### config.mk
export PLATFORM = sky130hd
export DESIGN_NAME = rs232_mem_arbiter
export DESIGN_NICKNAME = d
export VERILOG_FILES = /design/src/rtl/rs232_mem_arbiter.sv
export SDC_FILE = /design/constraint.sdc
export NUM_CORES = 1
export LEC_CHECK = 0
export CAP_MARGIN = 20
export CORE_MARGIN = 2
export CORE_UTILIZATION = 40
export DETAILED_ROUTE_END_ITERATION = 16
export HOLD_SLACK_MARGIN = 0.06
export PLACE_DENSITY_LB_ADDON = 0.2
export SETUP_SLACK_MARGIN = 0.1
export SYNTH_ARGS = -nofsm -noshare
export SYNTH_HDL_FRONTEND = slang
export SYNTH_SLANG_ARGS = --single-unit
### constraint.sdc
create_clock -name clk -period 1.9 [get_ports clk]
set_input_delay 0.19 -clock clk [delete_from_list [all_inputs] [get_ports clk]]
set_output_delay 0.19 -clock clk [all_outputs]
set_load 0.005 [all_outputs]
### src/rtl/rs232_mem_arbiter.sv
// Single-port memory arbiter: round-robin between the RS232 core (A) and a debug host (B),
// plus an erase sequencer that fills the whole array with ERASE_VALUE.
module rs232_mem_arbiter #(
   parameter int               ADDR_W         = 14,
   parameter int               DATA_W         = 8,
   parameter logic [DATA_W-1:0] ERASE_VALUE   = '0,
   parameter bit               ERASE_ON_RESET = 1'b1
) (
   input  logic              clk,
   input  logic              rst,
   input  logic              erase_req,
   output logic              end_of_erase,
   input  logic              a_req,
   input  logic              a_write,
   input  logic [ADDR_W-1:0] a_addr,
   input  logic [DATA_W-1:0] a_wdata,
   output logic              a_ack,
   output logic [DATA_W-1:0] a_rdata,
   input  logic              b_req,
   input  logic              b_write,
   input  logic [ADDR_W-1:0] b_addr,
   input  logic [DATA_W-1:0] b_wdata,
   output logic              b_ack,
   output logic [DATA_W-1:0] b_rdata,
   output logic [ADDR_W-1:0] mem_addr,
   output logic              mem_write,
   output logic [DATA_W-1:0] mem_data_in,
   input  logic [DATA_W-1:0] mem_data_out
);

   typedef enum logic [2:0] {S_ERASE, S_IDLE, S_WR, S_RD_ADDR, S_RD_DATA, S_DONE} state_t;

   state_t            state;
   logic [ADDR_W-1:0] cnt;
   logic              last_grant;  // 1 = B
   logic              grant_b;
   logic              a_eff, b_eff, pick_b;

   // A requester whose ack is high this cycle is still holding a stale req.
   assign a_eff  = a_req & ~a_ack;
   assign b_eff  = b_req & ~b_ack;
   assign pick_b = b_eff & (~a_eff | ~last_grant);

   always_ff @(posedge clk or negedge rst) begin
      if (!rst) begin
         state        <= ERASE_ON_RESET ? S_ERASE : S_IDLE;
         cnt          <= '0;
         last_grant   <= 1'b1;
         grant_b      <= 1'b0;
         end_of_erase <= 1'b0;
         mem_addr     <= '0;
         mem_write    <= 1'b0;
         mem_data_in  <= '0;
         a_ack        <= 1'b0;
         b_ack        <= 1'b0;
         a_rdata      <= '0;
         b_rdata      <= '0;
      end else begin
         mem_write <= 1'b0;
         a_ack     <= 1'b0;
         b_ack     <= 1'b0;
         case (state)
            S_ERASE: begin
               end_of_erase <= 1'b0;
               mem_addr     <= cnt;
               mem_data_in  <= ERASE_VALUE;
               mem_write    <= 1'b1;
               cnt          <= cnt + 1'b1;
               if (cnt == '1) state <= S_IDLE;
            end
            S_IDLE: begin
               if (erase_req) begin
                  end_of_erase <= 1'b0;
                  cnt          <= '0;
                  state        <= S_ERASE;
               end else begin
                  end_of_erase <= 1'b1;
                  if (a_eff | b_eff) begin
                     grant_b     <= pick_b;
                     last_grant  <= pick_b;
                     mem_addr    <= pick_b ? b_addr  : a_addr;
                     mem_data_in <= pick_b ? b_wdata : a_wdata;
                     state       <= (pick_b ? b_write : a_write) ? S_WR : S_RD_ADDR;
                  end
               end
            end
            S_WR: begin
               mem_write <= 1'b1;
               state     <= S_DONE;
            end
            S_RD_ADDR: state <= S_RD_DATA;
            S_RD_DATA: begin
               if (grant_b) b_rdata <= mem_data_out;
               else         a_rdata <= mem_data_out;
               state <= S_DONE;
            end
            S_DONE: begin
               if (grant_b) b_ack <= 1'b1;
               else         a_ack <= 1'b1;
               state <= S_IDLE;
            end
            default: state <= S_IDLE;
         endcase
      end
   end

endmodule

-- Word-level counts from Yosys, hierarchy flattened
Index checks and enable logic that the tools add are counted.
- bits in registers: 61
- input bits: 59
- word-level logic and storage cells: 68
- add/subtract/negate cells: 1
- eq/ne operators: 11
- mux-type cells: 23
- bitwise gates (word level): 11
- reductions and logical operators: 10
- operators with widths (kind ; number):
    2-to-1 mux 14 bit ; 4
    one-hot mux 14 bit (2 select lines) ; 2
    2-to-1 mux 8 bit ; 3
    one-hot mux 8 bit (2 select lines) ; 1
    adder 14 x 1 -> 14 bit, second input constant ; 1
    equality test 14 bit, second input constant ; 1
    one-hot mux 3 bit (4 select lines) ; 1
    2-to-1 mux 3 bit ; 3
    2-to-1 mux 1 bit ; 8
    != test 2 bit, second input constant ; 4
    AND reduction 2 bit ; 4
    equality test 3 x 2 -> 1 bit, second input constant ; 2
    equality test 3 bit, second input constant ; 2
    inverter 1 bit ; 6
    AND reduction 3 bit ; 2
    OR reduction 2 bit ; 2
    AND 1 bit ; 3
    equality test 3 x 1 -> 1 bit, second input constant ; 1
    logical NOT 3 bit ; 1
    != test 3 bit, second input constant ; 1
    OR 1 bit ; 2
    one-hot mux 1 bit (2 select lines) ; 1
    nonzero test 2 bit ; 1

-- Depth between registers and ports, before layout
- word-level depth: 10
- depth in mapped cells: 6

-- Worst setup path before layout
No wires, ideal clock.
- kind: register to register
- start: register state[2]
- end: register cnt[10]
- library setup time: 138 ps
- arrival time: 1417 ps
- required time: 1762 ps
- setup slack: 345 ps
- cell stages (with the launch flop): 7
- clock period less this slack: 1555 ps
- cells stage by stage: dfrtp_1 -> buf_6 -> or2_1 -> buf_6 -> nor4b_4 -> a31o_2 -> a21oi_1
- longest elaborated chain between the ends: 3
- elaborated cells between the ends (all ways): 6
- those cells by class: 2 x eq/ne; 1 x mux; 3 x reduce/logical
- ends and longest elaborated chain (what ; line ; RTL):
    start: declaration ; 33 ; state_t state;
    start signal: assignment ; 46 ; state <= ERASE_ON_RESET ? S_ERASE : S_IDLE;
    start signal: assignment ; 83 ; state <= (pick_b ? b_write : a_write) ? S_WR : S_RD_ADDR;
    equality test 3 x 1 -> 1 bit / logical NOT 3 bit (equally long branches) ; 62 ; case (state)
    != test 2 bit (no source line) / nonzero test 2 bit (equally long branches) ; n/a ;
    AND reduction 2 bit (no source line) ; n/a ;
    end signal: assignment ; 68 ; cnt <= cnt + 1'b1;
    end: declaration ; 34 ; logic [ADDR_W-1:0] cnt;
Several ways; a longest one is shown, not always the timed one.
A chain may end at the register's enable or synchronous reset.

-- Worst setup path in the final report
- start: register state[1]
- end: register cnt[10]
Same word-level chain as after synthesis.

==> flow_metrics.tcl <==
set metrics [dict create \
    status "finished, final reports clean" \
    timing.final.crit_share 0.864 \
    drt-initial-drc-count 172 \
    async_flop_share 1.00 \
    whs_ps 368 \
    multi_input_comb_area_sq_mm 0.00129 \
    hp-class "input pin to asynchronous set/reset pin" \
    fp.dieW_um 89.3 \
    ys_types 43 \
    ys_ff_latch 61 \
    ir_drop_uv 410 \
    cts_tree "done" \
    cts-buffers-inserted 9 \
    ant_nets 0 \
    yosys-top-cells-area "dfrtp_1 (52%), mux2i_1 (7.6%), mux2_2 (7.4%)" \
    start_util 0.408 \
    synth.most_common_cell "dfrtp_1" \
    crit_arrival_ps 1900 \
    drt-vias-per-instance 5.00 \
    cts.sink_count 61 \
    synth_edf_count 0 \
    routedWlPerCell_um 15.1 \
    syn-cell-area_sq_mm 0.00291 \
    max_cap_violations 0 \
    clk_latency_ps 340 \
    place_inst 468 \
    ys_seq_area_frac 0.525 \
    synthFlopType "dfrtp_1" \
    io_buffers 100 \
    rr_worst_depth 4 \
    gr-total-overflow 0 \
    end_kind "register" \
    dp_slack_ps 115 \
    drc 0 \
    grt_max_degree 62 \
    path_class "register to register" \
    grt_usage 0.198 \
    worst_slew_pin_slew_ps 425 \
    crit_slowest_cell "dfrtp_1" \
    crit_chain "or2_1 -> nor4b_4 -> nand4_1 -> a21oi_1" \
    fin_setup_tns_ps 0 \
    drive_gt1_frac 0.166 \
    slowest_delay_ps 450 \
    fmax_mhz 609 \
    dp_hpwl_um 5380 \
    top_layer_used "met4" \
    synth-warning-count 0 \
    num_antenna_cells 0 \
    syn_to_final_growth_pct 49.4 \
    skew_ps 9.21 \
    slew_headroom 0.717 \
    coreArea_sq_mm 0.00714 \
    vias 2425 \
    grt_first_pass_wirelength_um 11800 \
    dr_wl_met2_um 3430 \
    finalSetupViolations 0 \
    dr.pass1.iters 4 \
    hold_violations 0 \
    cts_buffer_depth 2 \
    grt_pass1_vias 2514 \
    synth.avg_cell_area_sq_um 10.9 \
    worst_setup_path_start_kind "register" \
    netlist.area_leader.share 0.516 \
    layout.area.seq_sq_mm 0.00153 \
    die_area_sq_mm 0.00797 \
    fin_cells 485 \
    ys_top_cells_by_count "dfrtp_1 (60), o21ai_0 (26), mux2i_1 (22)" \
    nFillCells 643 \
    io_pins 101 \
    fp-row-count 31 \
    crit_path_max_fanout 9 \
    worstPathRequired_ps 2160 \
    post_cts_buffers 0 \
    gp_congestion 0.846 \
    powerDensity_mw_per_mm2 622 \
    leakage_nw 1.95 \
    h-tree-depth 3 \
    routed_wl_um 7330 \
    wl_met1_um 3280 \
    antenna_found_initial 0 \
    setup_ws_ps 257 \
    synth_top_area_cell "dfrtp_1" \
    routed-wl-met3_um 521 \
    syn_inst 268 \
    nNetsFinal 441 \
    total_power_mw 2.70 \
    die_y_um 89.3 \
    finish.instance_area_sq_mm 0.00435 \
    cts-root-buf "clkbuf_8" \
    finalMaxSlewViolations 0 \
    cts.clk_slew.worst_paths_ps 80 \
    fin_util 0.609 \
    syn-num-nets 328 \
    rsz0062_at_grt "false" \
    r2r_slack_ps 260 \
    min_period_ps 1640 \
    dpl_cell_area_sq_mm 0.00413 \
]
[metal layers]
metal	up-vias	GRT usage
li1	1178	-
met1	1159	0.259
met2	79	0.315
met3	9	0.0536
met4	0	0.0760
met5	-	0
[final timing paths]
check | startpoint | end
min in group clk | b_wdata[6] | mem_data_in[6]
max in group asynchronous | rst | last_grant
hold / removal | rst | cnt[11]
setup / recovery | state[1] | cnt[10]
setup reg to reg | state[1] | cnt[10]
hold reg to reg | mem_data_in[3] | mem_data_in[3]
[sequential cells by signal, indices dropped and copies added (netlist names), 3 cells and up]
name / count
a_rdata: 8
b_rdata: 8
cnt: 14
mem_addr: 14
mem_data_in: 8
state: 3
[critical path: cells and delay by family (launching register included)]
family             cells  cell delay, ps
DFF                    1             450
AOI/OAI and AO/OA      1             150
and+or+nand+nor        3             960
[where the power goes]
group / switching [mW] / internal, mW
Clock: 0.569 / 0.623
Combinational: 0.0730 / 0.140
Sequential: 0 / 1.30
Total: 0.642 / 2.06
[what timing repair did]
item	CTS	global route
endpoints found under the setup margin	0	12
gates resized for setup	0	1
endpoints found under the hold margin	60	0
hold buffers	1	0
[cell usage in the layout, fill, tap and decap left out, drive strengths merged, types with 2 or more instances in the layout]
| cell | count |
|---|---|
| xnor2 | 3 |
| a31o | 3 |
| o21ai | 27 |
| clkbuf | 9 |
| a21oi | 19 |
| nand4 | 4 |
| nand2b | 2 |
| dfrtp | 60 |
| nand2 | 16 |
| nor2 | 14 |
| nand3 | 8 |
| nor4b | 2 |
| nor3 | 4 |
| o2111ai | 2 |
| mux2 | 19 |
| mux2i | 22 |
| clkinv | 2 |
| clkdlybuf4s50 | 99 |
| nor2b | 5 |
| buf | 17 |
| inv | 12 |
| nor4 | 2 |
| xor2 | 2 |
| and3 | 16 |
[layout make-up]
type	count	area share
clock inverters	7	0.0187
clock buffers	9	0.0285
well taps	99	0.0285
multi-input cells	183	0.297
repair buffers	117	0.268
flip-flops and latches	61	0.351
inverters	9	0.00777
[logic make-up after synthesis]
| group | after synthesis | share of synthesized area |
|---|---|---|
| flip-flops | 61 | 0.525 |
| AND/OR/NAND/NOR | 78 | 0.153 |
| adder cells (fa/ha/maj) | 1 | 0.00430 |
| XOR/XNOR | 5 | 0.0151 |
| AO/OA/AOI/OAI | 58 | 0.114 |
| multiplexers | 41 | 0.149 |
| buffers and inverters | 24 | 0.0400 |
No activity file was read; power rests on OpenSTA's default activity.
==> RTL change 1 (config.mk and constraints unchanged) <==
Set the parameter `DATA_W` to 9 (it was 8).
--- a/src/rtl/rs232_mem_arbiter.sv
+++ b/src/rtl/rs232_mem_arbiter.sv
@@ -2,7 +2,7 @@
 // plus an erase sequencer that fills the whole array with ERASE_VALUE.
 module rs232_mem_arbiter #(
    parameter int               ADDR_W         = 14,
-   parameter int               DATA_W         = 8,
+   parameter int               DATA_W         = 9,
    parameter logic [DATA_W-1:0] ERASE_VALUE   = '0,
    parameter bit               ERASE_ON_RESET = 1'b1
 ) (
Interface: changed (6 resized); port bits go from 101 to 107. The function was not compared with the original's and may differ.
==> RTL change 1 against the original RTL <==
- first-iteration DRC count fell by 18%
- setup slack lost 30 ps
- synthesized area is 3.7% higher
- critical path type unchanged
- global-route usage is 0.12 points higher
- final area grew 3.8%
- sequential cell count is 3 higher
- synthesized cell count is 1.1% higher
- non-clock buffer count rose by 8
- routed wire length grew 6.1%
- utilization up 0.99 points
Power is not compared: it rests on default switching activity, and its combinational part moved more than twofold at a synthesized area within 25%.
==> RTL change 1: results (changes against the original RTL) <==
* Ratio of cells with drive above 1 in the final layout: 0.149 (was 0.166)
- Number of nets in the synthesized netlist: 334 (was 328)
- Nonclk inv count: 6 (was 9)
* Met1 layer usage reported by global route: 0.248 (was 0.259)
- Vias in the first global route: 2822 (was 2514)
- The number of different library cells in the post-synthesis netlist came to 42 (was 43).
- The adder and majority cell fraction of the synthesized area is 0.00415 (was 0.00430).
- Port bufs: 106 (was 100)
- Final-layout clock buffer total: 10 (was 9)
- The sequential fraction of the synthesis area is 0.531 (was 0.525).
- The vias after detailed routing came to 2585 (was 2425).
- Clock buffers and inverters, area share: 0.0455 (was 0.0472)
* Number of inserted filler cells in the final layout: 666 (was 643)
* Outcome: complete, no violations (unchanged)
- Final wirelength: 7770 um (was 7330 um)
* Number of multi-input logic gates: 185 (was 183)
- The number of sequential storage elements came to 64 (was 61).
* Max Fanout on Critical Path: 5 (was 9)
- Skew final: 12.9 ps (was 9.21 ps)
- Fraction of synthesized cell area in xor and xnor cells: 0.0145 (was 0.0150)
* Number of DRC violations after detailed-routing iteration 0: 141 (was 172)
- Compound-gate portion of the synthesized area: 0.135 (was 0.114)
- CP max stage delay: 380 ps (was 450 ps)
- The placed wire-length estimate is 5700 um (was 5380 um).
- The non-clock buffer contribution to total cell area was 0.274 (was 0.268).
- The sequential cell area was 1600 um2 (was 1530 um2).
* Final weighted congestion in routability-driven placement: 0.807 (was 0.846)
- The multi-input logic portion of the cell area came to 0.292 (was 0.297).
- Total number of nets in the final design: 454 (was 441)
## RTL change 1: cells by family (layout without fill, tap and decap cells)
logic type,Yosys count,in the layout
mux,42,42
fa+ha+maj,1,1
compound gates,63,63
simple gates,74,74
buf+inv,22,147
xor+xnor,5,5
flops,64,64
## RTL change 1: final timing paths
| path | slack, ps | cells past startpoint | from | to |
|---|---|---|---|---|
| max in group asynchronous | 1220 | 3 | rst | mem_addr[7]$_DFFE_PN0P_ |
| worst min-delay path | 380 | 3 | rst | state[0]$_DFFE_PN0P_ |
| min in group clk | 470 | 3 | b_wdata[5] | mem_data_in[5]$_DFFE_PN0P_ |
| worst max-delay path | 230 | 6 | state[1]$_DFFE_PN0P_ | cnt[10]$_DFFE_PN0P_ |
| worst min register to register | 480 | 2 | end_of_erase$_DFFE_PN0P_ | end_of_erase$_DFFE_PN0P_ |
| worst max register to register | 230 | 6 | state[1]$_DFFE_PN0P_ | cnt[10]$_DFFE_PN0P_ |
## RTL change 1: through the flow
stage               std cells  cell area (um2)   util  hold WS (ps)  setup WS, ps
floorplan                 271             3020      -          -106           106
global placement          478             4290  0.589           231          55.8
detailed placement        478             4290  0.589           233        -0.637
CTS                       495             4510  0.618           397           190
global route              495             4510  0.619           441           101
finish                    495             4510  0.619           378           228
## RTL change 1: layer usage
metal / up-vias / share of wire
met5: - / 0
met1: 1256 / 0.43
li1: 1245 / -
met4: 0 / 0.0078
met2: 77 / 0.48
met3: 7 / 0.082
## RTL change 1: power by group through the flow
stage / logic, W / registers [W] / clock network [W]
CTS: 0.00236 / 0.00213 / 0.00123
detailed placement: 0.00235 / 0.00215 / 0
global route: 0.00256 / 0.00219 / 0.00128
global placement: 0.00231 / 0.00213 / 0
finish: 0.00235 / 0.00212 / 0.00121
floorplan: 0.00102 / 0.00214 / 0
==> RTL change 2 (same settings) <==
Without the edit above. Re-encode `state_t` (6 states) as one-hot, 6 bits wide.
--- a/src/rtl/rs232_mem_arbiter.sv
+++ b/src/rtl/rs232_mem_arbiter.sv
@@ -28,7 +28,7 @@
    input  logic [DATA_W-1:0] mem_data_out
 );
 
-   typedef enum logic [2:0] {S_ERASE, S_IDLE, S_WR, S_RD_ADDR, S_RD_DATA, S_DONE} state_t;
+   typedef enum logic [5:0] {S_ERASE = 6'b000001, S_IDLE = 6'b000010, S_WR = 6'b000100, S_RD_ADDR = 6'b001000, S_RD_DATA = 6'b010000, S_DONE = 6'b100000} state_t;
 
    state_t            state;
    logic [ADDR_W-1:0] cnt;
Check against the original RTL: no difference found for any inputs over 10 cycles, from zero or initial values and one cycle with rst low; not proved beyond that.
==> RTL change 2 against the original RTL <==
- sequential cell count is 3 higher
- setup slack worse by 130 ps
- routed wire length is 29% higher
- maximum frequency is 7.5% lower
- final cell count is 12% higher
- critical path type unchanged
- count of clock-buffer cells in the layout is 3 higher
- synthesized area is 12% higher
- final area is 12% higher
Power is not compared: it rests on default switching activity, and its combinational part moved more than twofold at a synthesized area within 25%.
==> RTL change 2: results (changes against the original RTL) <==
* Latest clock arrival within the worst-skew pair: 350 ps
* Final wirelength: 9430 um (was 7330 um)
- Per-cell routed wire length: 17.4 um (was 15.1 um)
- Max Fanout on Critical Path: 12 (was 9)
- Vias in the first global route: 2890 (was 2514)
* Adder-Cell Fraction of Synth Area: 0.00384 (was 0.00430)
- Final weighted congestion in routability-driven placement: 0.858 (was 0.846)
- The number of antenna violations at the first check in global routing is 1 (was 0).
* Proportion of synthesized chip area in sequential cells: 0.492 (was 0.525)
- Global-route usage over all layers: 0.216 (was 0.198)
* Number of inserted filler cells in the final layout: 648 (was 643)
- Global-route wire length before repair: 14900 um (was 11800 um)
- Compound-gate portion of the synthesized area: 0.165 (was 0.114)
* Fraction of registers with async set or reset after synthesis: 1.00 (unchanged)
* Mean Syn Cell Area: 10.6 um2 (was 10.9 um2)
- The length in cells of the worst reg-to-reg path came to 5 (was 4).
- Pin count of the biggest net entering global routing: 65 (was 62)
- The number of placed instances, taps included came to 516 (was 468).
- The critical path's slowest cell is sky130_fd_sc_hd__dfstp_2 (was sky130_fd_sc_hd__dfrtp_1).
- CP arrival: 2060 ps (was 1900 ps)
* Synth area leaders: sky130_fd_sc_hd__dfrtp_1, sky130_fd_sc_hd__mux2_2, sky130_fd_sc_hd__nand3_1 (was sky130_fd_sc_hd__dfrtp_1, sky130_fd_sc_hd__mux2i_1, sky130_fd_sc_hd__mux2_2)
- The number of different library cells in the post-synthesis netlist came to 51 (was 43).
- The via-per-instance ratio was 5.43 (was 5.00).
- The placed wire-length estimate is 6610 um (was 5380 um).
- Fraction of synthesized cell area in xor and xnor cells: 0.0188 (was 0.0150)
* Skew final: 11.7 ps (was 9.21 ps)
- Instance area after placement: 4500 um2 (was 4130 um2)
- The layout cell share with drive strength beyond 1 came to 0.203 (was 0.166).
- Number of nets in the synthesized netlist: 368 (was 328)
* Post-placement worst setup slack: -47.4 ps (was 115 ps)
* Post-synth top cells: sky130_fd_sc_hd__dfrtp_1, sky130_fd_sc_hd__nand3_1, sky130_fd_sc_hd__nor2_1, sky130_fd_sc_hd__mux2_2, sky130_fd_sc_hd__nand2_1 (was sky130_fd_sc_hd__dfrtp_1, sky130_fd_sc_hd__o21ai_0, sky130_fd_sc_hd__mux2i_1, sky130_fd_sc_hd__a21oi_1, sky130_fd_sc_hd__mux2_2)
* Outcome: complete, no violations (unchanged)
- The met1 track demand over resource was 0.304 (was 0.259).
- The worst stage delay on the critical path is 590 ps (was 450 ps).
* Post-synthesis mux area share: 0.0928 (was 0.149)
- Number of DRC violations after detailed-routing iteration 0: 177 (was 172)
- The H-tree depth reported by CTS was 3 (unchanged).
- Total number of nets in the final design: 495 (was 441)
- The actual slew at the worst max-slew pin came to 395 ps (was 425 ps).
- GR Util met2: 0.330 (was 0.315)
-- RTL change 2: cell types whose count changed in the layout (fill, tap and decap cells not counted), sizes merged, moves of 5 or more --
cell    change
nor2       +13
and3       -13
o21ai      -14
a21boi     +13
nand3      +26
mux2i      -21
buf        +18
mux2        +5
a211oi     +14
a21oi       -7
o31ai      +13
inv        -11
-- RTL change 2: worst reg2reg max path, cell delays in order, from the launching register on --
cell and delay [ps]:
sky130_fd_sc_hd__dfstp_2 590, sky130_fd_sc_hd__nor3b_4 260, sky130_fd_sc_hd__nand2_2 130, sky130_fd_sc_hd__buf_12 170, sky130_fd_sc_hd__or4b_1 490, sky130_fd_sc_hd__nand2_1 80
-- RTL change 2: worst paths after layout --
check                                              start                    endpoint  slack [ps]
worst max-delay path                state[0]$_DFFE_PN1P_         cnt[13]$_DFFE_PN0P_         120
worst min-delay path                                 rst  mem_data_in[1]$_DFFE_PN0P_         390
worst max register to register      state[0]$_DFFE_PN1P_         cnt[13]$_DFFE_PN0P_         120
worst min register to register  mem_addr[11]$_DFFE_PN0P_    mem_addr[11]$_DFFE_PN0P_         500
max in group asynchronous                            rst        state[0]$_DFFE_PN1P_        1200
min in group clk                         mem_data_out[3]      a_rdata[3]$_DFFE_PN0P_         480
-- RTL change 2: repair_timing --
action                                  CTS  global route
pin swaps                                 1             2
hold endpoints to repair                 62             0
endpoints found under the setup margin   13            32
cloned                                    0             0
resized for setup                         2             8
hold buffers                              1             0
buffers inserted                          1             8
-- RTL change 2: routing by layer --
layer / vias up / share of wire / wire [um]
met5: - / 0 / 0
met2: 86 / 0.46 / 4380
met3: 8 / 0.074 / 697
met1: 1447 / 0.45 / 4220
met4: 0 / 0.014 / 129
li1: 1402 / - / -
-- RTL change 2: layout make-up --
class	count	area, um2	area share
sequential	64	1600	0.330
multi-input combinational	224	1580	0.325
timing repair buffer	135	1320	0.272
clock buffer	12	155	0.0320
tap	102	128	0.0263
clock inverter	3	65.1	0.0134
inverter	1	3.75	0.000773
antenna	1	2.50	0.000515
-- RTL change 2: power breakdown --
group / internal [W] / total [W] / switching (W) / leakage (nW)
registers: 0.00182 / 0.00214 / 0.000318 / 0.836
logic: 0.00167 / 0.00297 / 0.00131 / 1.13
clock network: 0.000802 / 0.00132 / 0.000521 / 0.112
total: 0.00429 / 0.00644 / 0.00215 / 2.08
-- RTL change 2: stage by stage --
stage	hold WS, ps	utilization	total power, W
2_1_floorplan	-106	-	0.00360
3_3_place_gp	230	0.576	0.00489
3_5_place_dp	232	0.576	0.00495
4_1_cts	396	0.608	0.00632
5_1_grt	433	0.621	0.00682
6_report	389	0.622	0.00644
